## config.mk

```make
export PLATFORM = sky130hd
export DESIGN_NAME = pin_bus_bridge
export DESIGN_NICKNAME = d
export VERILOG_FILES = /design/src/rtl/pin_bus_pkg.sv /design/src/rtl/pin_bus_bridge_counter.sv /design/src/rtl/pin_bus_bridge.sv
export SDC_FILE = /design/constraint.sdc
export NUM_CORES = 1
export LEC_CHECK = 0
export ABC_AREA = 1
export BUFFER_PORTS_ARGS = -buffer_cell sky130_fd_sc_hd__clkbuf_2
export CAP_MARGIN = 10
export CORE_MARGIN = 4
export CORE_UTILIZATION = 47
export CTS_CLUSTER_SIZE = 8
export DETAILED_ROUTE_END_ITERATION = 12
export PLACE_DENSITY = 0.75
export SLEW_MARGIN = 20
export SYNTH_ARGS = -nofsm -noshare
export SYNTH_HDL_FRONTEND = slang
export SYNTH_HIERARCHICAL = 1
export SYNTH_SLANG_ARGS = --single-unit
```

## constraint.sdc

```tcl
create_clock -name clk -period 3.5 [get_ports clk]
set_input_delay 0.7 -clock clk [delete_from_list [all_inputs] [get_ports clk]]
set_output_delay 0.7 -clock clk [all_outputs]
set_load 0.05 [all_outputs]
```

## src/rtl/pin_bus_pkg.sv

```systemverilog
// pin_bus_pkg -- shared types for the pin bus bridge.
//   state_e     : bridge FSM states
//   PH_*        : pin_phase encodings driven on the pin bus
//   beat_cw()   : width of a beat counter able to index 'beats' slices
package pin_bus_pkg;

   typedef enum logic [2:0] {
      S_IDLE,
      S_ADDR,
      S_WDATA,
      S_TURN,
      S_RDATA,
      S_DONE
   } state_e;

   localparam logic [1:0] PH_IDLE  = 2'd0;  // idle or bus turnaround
   localparam logic [1:0] PH_ADDR  = 2'd1;
   localparam logic [1:0] PH_WDATA = 2'd2;
   localparam logic [1:0] PH_RDATA = 2'd3;

   function automatic int beat_cw(input int beats);
      return (beats > 1) ? $clog2(beats) : 1;
   endfunction

endpackage

```

## src/rtl/pin_bus_bridge_counter.sv

```systemverilog
// pin_beat_counter -- beat index within one bus phase.
//   clk_i/rst_i : clock, synchronous active-high reset
//   clr_i       : return to beat 0 (phase change); wins over en_i
//   en_i        : advance one beat; saturates at tc_i, never wraps
//   tc_i        : index of the final beat of the current phase
//   cnt_o       : current beat index
//   cnt_nxt_o   : index the counter takes at the next edge
//   last_o      : current beat is the final one
module pin_beat_counter #(
   parameter int CW = 2
) (
   input  logic          clk_i,
   input  logic          rst_i,
   input  logic          clr_i,
   input  logic          en_i,
   input  logic [CW-1:0] tc_i,
   output logic [CW-1:0] cnt_o,
   output logic [CW-1:0] cnt_nxt_o,
   output logic          last_o
);

   logic [CW-1:0] cnt_q, cnt_d;

   always_comb begin
      cnt_d = cnt_q;
      if (clr_i)
         cnt_d = '0;
      else if (en_i && (cnt_q != tc_i))
         cnt_d = cnt_q + CW'(1);
   end

   always_ff @(posedge clk_i) begin
      if (rst_i) cnt_q <= '0;
      else       cnt_q <= cnt_d;
   end

   assign cnt_o     = cnt_q;
   assign cnt_nxt_o = cnt_d;
   assign last_o    = (cnt_q == tc_i);

endmodule

```

## src/rtl/pin_bus_bridge.sv

```systemverilog
// pin_bus_bridge -- serialises CPU read/write requests onto a narrow
// multiplexed pin bus (address beats, then write-data beats or a
// turnaround followed by read-data beats), all LSB slice first.
//   clk, rst          : clock, synchronous active-high reset
//   cpu_req/we/addr/wdata : request, sampled only in IDLE
//   cpu_rdata, cpu_ack    : read result, one-cycle completion pulse
//   pin_out/pin_oe        : beat driven to the pins and its enable
//   pin_in                : read-data beat from the pins
//   pin_wait              : external stall
//   pin_phase             : beat type (PH_* in pin_bus_pkg)
// Build option: define PIN_BUS_WAIT_EN to let pin_wait stall the
// ADDR/WDATA/RDATA phases; otherwise pin_wait has no effect.
module pin_bus_bridge
   import pin_bus_pkg::*;
#(
   parameter int AW = 32,
   parameter int DW = 32,
   parameter int PW = 8
) (
   input  logic          clk,
   input  logic          rst,
   input  logic          cpu_req,
   input  logic          cpu_we,
   input  logic [AW-1:0] cpu_addr,
   input  logic [DW-1:0] cpu_wdata,
   output logic [DW-1:0] cpu_rdata,
   output logic          cpu_ack,
   output logic [PW-1:0] pin_out,
   output logic [PW-1:0] pin_oe,
   input  logic [PW-1:0] pin_in,
   input  logic          pin_wait,
   output logic [1:0]    pin_phase
);

   localparam int AWB  = AW / PW;
   localparam int DWB  = DW / PW;
   localparam int MAXB = (AWB > DWB) ? AWB : DWB;
   localparam int CW   = beat_cw(MAXB);

`ifdef PIN_BUS_WAIT_EN
   localparam bit WAIT_EN = 1'b1;
`else
   localparam bit WAIT_EN = 1'b0;
`endif

   state_e        state_q, state_d;
   logic          we_q, we_d;
   logic [AW-1:0] addr_q, addr_d;
   logic [DW-1:0] wdata_q, wdata_d;
   logic [DW-1:0] rdata_q, rdata_d;

   logic          ack_q;
   logic [PW-1:0] pout_q, pout_d;
   logic [PW-1:0] poe_q, poe_d;
   logic [1:0]    phase_q, phase_d;

   logic          cnt_clr, cnt_en, cnt_last, frozen;
   logic [CW-1:0] cnt, cnt_nxt, cnt_tc;

   assign cnt_tc = (state_q == S_ADDR) ? CW'(AWB - 1) : CW'(DWB - 1);

   pin_beat_counter #(.CW(CW)) u_cnt (
      .clk_i     (clk),
      .rst_i     (rst),
      .clr_i     (cnt_clr),
      .en_i      (cnt_en),
      .tc_i      (cnt_tc),
      .cnt_o     (cnt),
      .cnt_nxt_o (cnt_nxt),
      .last_o    (cnt_last)
   );

   // A stall only applies while beats are moving on the pins.
   assign frozen = WAIT_EN & pin_wait &
                   ((state_q == S_ADDR) || (state_q == S_WDATA) || (state_q == S_RDATA));

   // Next-state, request latch and read-data capture.
   always_comb begin
      state_d = state_q;
      we_d    = we_q;
      addr_d  = addr_q;
      wdata_d = wdata_q;
      rdata_d = rdata_q;
      cnt_clr = 1'b0;
      cnt_en  = 1'b0;
      case (state_q)
         S_IDLE: begin
            if (cpu_req) begin
               we_d    = cpu_we;
               addr_d  = cpu_addr;
               wdata_d = cpu_wdata;
               state_d = S_ADDR;
               cnt_clr = 1'b1;
            end
         end
         S_ADDR: begin
            if (!frozen) begin
               if (cnt_last) begin
                  state_d = we_q ? S_WDATA : S_TURN;
                  cnt_clr = 1'b1;
               end else begin
                  cnt_en = 1'b1;
               end
            end
         end
         S_WDATA: begin
            if (!frozen) begin
               if (cnt_last) begin
                  state_d = S_DONE;
                  cnt_clr = 1'b1;
               end else begin
                  cnt_en = 1'b1;
               end
            end
         end
         S_TURN: begin
            state_d = S_RDATA;
            cnt_clr = 1'b1;
         end
         S_RDATA: begin
            if (!frozen) begin
               rdata_d[int'(cnt)*PW +: PW] = pin_in;
               if (cnt_last) begin
                  state_d = S_DONE;
                  cnt_clr = 1'b1;
               end else begin
                  cnt_en = 1'b1;
               end
            end
         end
         S_DONE:  state_d = S_IDLE;
         default: state_d = S_IDLE;
      endcase
   end

   // Outputs are decoded from the next state and next beat index so the
   // pin registers present each beat in the same cycle the FSM is in it.
   always_comb begin
      pout_d  = '0;
      poe_d   = '0;
      phase_d = PH_IDLE;
      case (state_d)
         S_ADDR: begin
            pout_d  = addr_d[int'(cnt_nxt)*PW +: PW];
            poe_d   = '1;
            phase_d = PH_ADDR;
         end
         S_WDATA: begin
            pout_d  = wdata_d[int'(cnt_nxt)*PW +: PW];
            poe_d   = '1;
            phase_d = PH_WDATA;
         end
         S_RDATA: phase_d = PH_RDATA;
         default: ;
      endcase
   end

   always_ff @(posedge clk) begin
      if (rst) begin
         state_q <= S_IDLE;
         we_q    <= 1'b0;
         addr_q  <= '0;
         wdata_q <= '0;
         rdata_q <= '0;
         ack_q   <= 1'b0;
         pout_q  <= '0;
         poe_q   <= '0;
         phase_q <= PH_IDLE;
      end else begin
         state_q <= state_d;
         we_q    <= we_d;
         addr_q  <= addr_d;
         wdata_q <= wdata_d;
         rdata_q <= rdata_d;
         ack_q   <= (state_d == S_DONE);
         pout_q  <= pout_d;
         poe_q   <= poe_d;
         phase_q <= phase_d;
      end
   end

   assign cpu_rdata = rdata_q;
   assign cpu_ack   = ack_q;
   assign pin_out   = pout_q;
   assign pin_oe    = poe_q;
   assign pin_phase = phase_q;

endmodule

```

# Yosys cells after proc, flatten, opt, wreduce, memory -nomap -nowiden
# Index checks and enable logic that the tools add are counted.
# op_classes
add_sub_neg	2
n_eq_ne	10
n_shift	4
mux	20
reduce_logical	6
# op_table
operator	n
two-way mux 32 bit	4
indexed part select 32 x 6 -> 8 bit	2
negator 5 -> 33 bit	1
variable shift 8 x 33 -> 32 bit, first input constant	1
indexed part select 8 x 33 -> 32 bit	1
bitwise mux 32 bit	1
one-hot mux 8 bit (2 select lines)	1
one-hot mux 3 bit (4 select lines)	1
== test 3 x 2 -> 1 bit, second input constant	3
== test 3 bit, second input constant	3
two-way mux 3 bit	3
two-way mux 8 bit	1
== test 3 x 1 -> 1 bit, second input constant	2
one-hot mux 2 bit (3 select lines)	1
two-way mux 1 bit	5
two-way mux 2 bit	2
OR reduction 2 bit	2
logical NOT 3 bit	1
one-hot mux 1 bit (3 select lines)	1
OR reduction 3 bit	1
adder 2 x 1 -> 2 bit, second input constant	1
== test 2 bit, second input constant	1
!= test 2 bit, second input constant	1
AND reduction 2 bit	1
logical AND 1 bit	1
# word_totals
register_bits	121
inputBits	77
out_inout_bits	51
word_cells	52

# Logic depth before layout (Yosys ltp)
# depth
depth_word	8
depth_mapped	20

# Modules after synthesis
# Netlist, hierarchy kept.
# modules_own_cells
module	n_inst	cells_each	area_per_inst_um2
pin_bus_bridge	1	742	5287.6
pin_beat_counter	1	28	151.4

# Least setup slack after synthesis
# OpenSTA, ideal clock, no wires.
# synth_path
kind	input port to flip-flop
from	input port cpu_req
to	register pout_q[4], in the netlist pin_out[4]
setup_time_ns	0.064
arrival_time_ns	2.474
setup_slack_ns	0.962
path_stages	16
cell_sequence	inv_1 -> nor2_4 -> nand2_2 -> clkbuf_1 -> buf_4 -> o211ai_1 -> inv_1 -> nand3_1 -> inv_1 -> clkbuf_1 -> inv_1 -> clkbuf_1 -> nand2_1 -> nor2_1 -> nor2_2 -> nor2_1
# synth_via
elab_chain_len	5
elab_cells_between_ends	14
cone_classes	eq/ne (2); shift (2); mux (10)
# synth_rtl
element	line	text
from (decl)	pin_bus_bridge.sv:22	input logic cpu_req,
two-way mux 1 bit *	pin_bus_bridge.sv:88	if (cpu_req) begin
one-hot mux 1 bit (3 select lines) *	pin_bus_bridge.sv:86	case (state_q)
net cnt_clr	pin_bus_bridge.sv:57	logic cnt_clr, cnt_en, cnt_last, frozen;
two-way mux 2 bit *	pin_bus_bridge_counter.sv:26	if (clr_i)
net cnt_nxt[0]	pin_bus_bridge.sv:58	logic [CW-1:0] cnt, cnt_nxt, cnt_tc;
indexed part select 32 x 6 -> 8 bit, on equally long branches	pin_bus_bridge.sv:149, pin_bus_bridge.sv:144	
one-hot mux 8 bit (2 select lines) *	pin_bus_bridge.sv:142	case (state_d)
to (signal assigned)	pin_bus_bridge.sv:176	pout_q <= pout_d;
to (decl)	pin_bus_bridge.sv:53	logic [PW-1:0] pout_q, pout_d;
# Mark *: on every way through the listed nets, which the timed path passes. The rest lies on a longest branch.
# A chain may end at the register's enable or synchronous reset.

# Worst setup path in the final report
# layout_path
from	register u_cnt.cnt_q[0], in the netlist u_cnt/cnt_o[0]
to	register pout_q[0], in the netlist pin_out[0]
# layout_via
elab_chain_len	8
elab_cells_between_ends	18
cone_classes	add/sub (1); eq/ne (4); shift (2); mux (10); reduce/logical (1)
# layout_rtl
element	line	text
from (decl)	pin_bus_bridge_counter.sv:22	logic [CW-1:0] cnt_q, cnt_d;
from (signal assigned)	pin_bus_bridge_counter.sv:34	else cnt_q <= cnt_d;
== test 2 bit *	pin_bus_bridge_counter.sv:39	assign last_o = (cnt_q == tc_i);
net cnt_last	pin_bus_bridge.sv:57	
two-way mux 1 bit	pin_bus_bridge.sv:98, pin_bus_bridge.sv:108, pin_bus_bridge.sv:123	
two-way mux 1 bit	--	
logical AND 1 bit	pin_bus_bridge_counter.sv:28	else if (en_i && (cnt_q != tc_i))
two-way mux 2 bit	pin_bus_bridge_counter.sv:28	
two-way mux 2 bit	pin_bus_bridge_counter.sv:26	
indexed part select 32 x 6 -> 8 bit, on equally long branches	pin_bus_bridge.sv:149, pin_bus_bridge.sv:144	
one-hot mux 8 bit (2 select lines) *	pin_bus_bridge.sv:142	
# Marked as above.

==> impl_metrics.csv <==
group,metric,value,unit
outcome,outcome,"complete, no violations",
clock_network,path_clk_slew,60,ps
worst_setup_path,path_cells,"nand2_1, nand2_1, nand2_2, inv_1, nand4_1, nand2_2, nand3_4, buf_4, nand2_1, nand2_1, a21oi_1, nor2_1, nor2_1",
logic_synthesis,yosysTopAreaCell,"dfxtp_1",
detailed_routing,final_antenna_net_count,0,
die,coreArea,0.01137,mm2
worst_setup_path,cp-start-kind,"flip-flop",
logic_synthesis,yosysSeqAreaShare,0.4196,
clock_network,cts_setup_buffers,0,
global_route,grt_pass1_wl,22040,um
clock_network,cts_buffers,17,
final_layout,layout-drive-gt1-share,0.2241,
power_and_ir_drop,power_leakage,3.181,nW
logic_synthesis,synth_warnings,6,
timing,report.final.slew_viol_count,0,
global_route,grt_overflow,0,
logic_synthesis,muxShareOfSynthArea,0,
clock_network,cts_tree,"yes",
worst_setup_path,worstPathMaxFanout,30,
logic_synthesis,synth_edf_count,0,
timing,timing.final.ws_setup,806.7,ps
placement,dp_hpwl,9561,um
worst_setup_path,critical_path_class,"reg -> reg",
global_route,grt_max_degree,67,
clock_network,root_buffer,"clkbuf_16",
logic_synthesis,synth.distinct_cells,35,
timing,fin_crit_sh,0.7695,
detailed_routing,wl,13450,um
logic_synthesis,avgSynthCellArea,7.064,um2
timing,hold_viol,0,
worst_setup_path,cp_common_cell,"nand2_1",
detailed_routing,first_pass_iters,6,
detailed_routing,viasPerCell,4.897,
global_route,antenna_found_initial,0,
logic_synthesis,netlist.area_leader.share,0.4196,
detailed_routing,drc_errors,0,
logic_synthesis,yosys_register_bits,114,
logic_synthesis,synth_compound_area_frac,0.08466,
power_and_ir_drop,peakVddDrop,0.3038,mV
power_and_ir_drop,power_density,582.6,mW/mm2
clock_network,cts_resized,0,
timing,fin_skew,7.929,ps
logic_synthesis,synth_most_common_cell,"nand2_1",
timing,tightest_slew,718.2,ps
clock_network,clockBufferDepth,2,
placement,portBuffers,126,
worst_setup_path,required,3840,ps
final_layout,syn_to_final_growth,21.39,%
logic_synthesis,synth_fa_ha_area_frac,0.01150,
final_layout,fin_area,0.006603,mm2
final_layout,n_antenna_cell,0,
logic_synthesis,synth_area_leaders,"dfxtp_1, nand2_1, nor2_1",
logic_synthesis,ys.flop_type,"dfxtp_1",
worst_setup_path,cp-end-kind,"flip-flop",
detailed_routing,drtIter0Drc,461,
logic_synthesis,synth_common_cells,"nand2_1, dfxtp_1, nor2_1, inv_1, nand3_1",
die,start_util,0.4784,
worst_setup_path,cp.buffers_inverters,2,
logic_synthesis,synth-async-reset-ratio,0,
logic_synthesis,syn_area,0.005439,mm2
clock_network,cts_max_level,4,
timing,max_freq,371.3,MHz
detailed_routing,wl_per_cell,13.04,um
logic_synthesis,synthCells,770,
final_layout,nets,957,
logic_synthesis,synthXorXnorAreaFrac,0,
worst_setup_path,crit_arrival,3040,ps
placement,routabilityCongestion,0.8507,
clock_network,ctsHoldBuffers,0,
global_route,track_usage,0.2065,
worst_setup_path,slowest_delay,660,ps
die,die_area,0.01336,mm2
placement,dpl_worst_slack,861.9,ps
logic_synthesis,synth_top_family_by_area,"simple AND/OR/NAND/NOR gates",
placement,dpl-instance-area,0.006011,mm2
timing,period_needed,2693,ps
hold_path,hold_class,"reg -> reg",
detailed_routing,vias,5049,
worst_setup_path,critPathSlowestCell,"dfxtp_1",
timing,setup_violations,0,
die,io_pins,128,
die,dieWidth,115.6,um
timing,relSlewSlack,0.5212,
timing,rsz0062_at_grt,"false",
die,rows,39,
die,fp.dieH,115.6,um
worst_setup_path,path_delay_family,"simple AND/OR/NAND/NOR gates",
timing,fin_tns_setup,0,ps
clock_network,clk-insertion-delay-late,410,ps
job,max_cap_violations,0,
clock_network,cts_sinks,114,
global_route,grt_pass1_vias,4529,
logic_synthesis,yosys.area_share.simple,0.3754,
==> kinds of logic (layout without fill, tap and decap cells) <==
| kind of cell | count (synthesis) | in the layout |
|---|---|---|
| AND/OR/NAND/NOR | 439 | 439 |
| buffers and inverters | 124 | 239 |
| flip-flops | 114 | 114 |
| AO/OA/AOI/OAI | 87 | 87 |
| adder cells (fa/ha/maj) | 5 | 5 |
| other | 1 | 4 |
==> worst paths after layout <==
| check | startpoint | end | slack (ps) | cells after the start |
|---|---|---|---|---|
| setup / recovery | u_cnt/cnt_o[0] | pin_out[0] | 810 | 13 |
| hold / removal | cpu_rdata[30] | cpu_rdata[30] | 460 | 2 |
| setup reg to reg | u_cnt/cnt_o[0] | pin_out[0] | 810 | 13 |
| hold reg to reg | cpu_rdata[30] | cpu_rdata[30] | 460 | 2 |
==> tightest hold or removal path, cell delays in order, from the launching register on <==
cell     delay, ps
dfxtp_1        310
nand2_1         60
a21oi_1         50
==> metal layers <==
layer  track usage  part of all wire
met1        0.3111              0.50
met2        0.2905              0.43
met3       0.04021             0.055
met4       0.07668             0.017
met5             0                 0
==> cells in the final DEF, fill, tap and decap left out, drive strengths merged <==
| cell | count |
|---|---|
| a21oi | 41 |
| buf | 9 |
| bufinv | 1 |
| clkbuf | 142 |
| clkinv | 1 |
| clkinvlp | 3 |
| conb | 4 |
| dfxtp | 114 |
| ha | 5 |
| inv | 83 |
| nand2 | 189 |
| nand3 | 49 |
| nand3b | 8 |
| nand4 | 18 |
| nor2 | 115 |
| nor3 | 1 |
| nor4 | 1 |
| o211ai | 1 |
| o21ai | 45 |
| or2 | 36 |
| or3 | 15 |
| or4 | 7 |
==> state kept, by name, summed over array words and instances, names as in the netlist <==
signal	count
state_q	3
pin_out	8
we_q	1
wdata_q	32
pin_phase	2
cpu_rdata	32
pin_oe	1
addr_q	32
u_cnt/cnt_o	2
cpu_ack	1
==> final cells by class <==
cell class              count  area (um2)
clock inverters            15       166.4
well taps                 143       178.9
clock buffers              17       425.4
multi-input cells         535        2580
flip-flops and latches    114        2282
fillers                  1084        4767
inverters                  73       276.5
repair buffers            134       693.2
==> report_power, final <==
group / switching (mW) / internal, mW
Clock: 0.693 / 1.01
Combinational: 0.491 / 0.218
Sequential: 0.0366 / 1.40
Total: 1.22 / 2.63
==> metrics by stage <==
stage / hold WS [ps] / total power [mW] / instances / util
3_3_place_gp: 454.0 / 2.148 / 999 / 0.5287
5_1_grt: 479.5 / 4.033 / 1031 / 0.5807
3_5_place_dp: 456.0 / 2.157 / 999 / 0.5287
6_report: 463.1 / 3.846 / 1031 / 0.5807
4_1_cts: 465.9 / 3.870 / 1031 / 0.5807
2_1_floorplan: 443.9 / 2.009 / 773 / -
No activity file was read; power rests on OpenSTA's default activity.
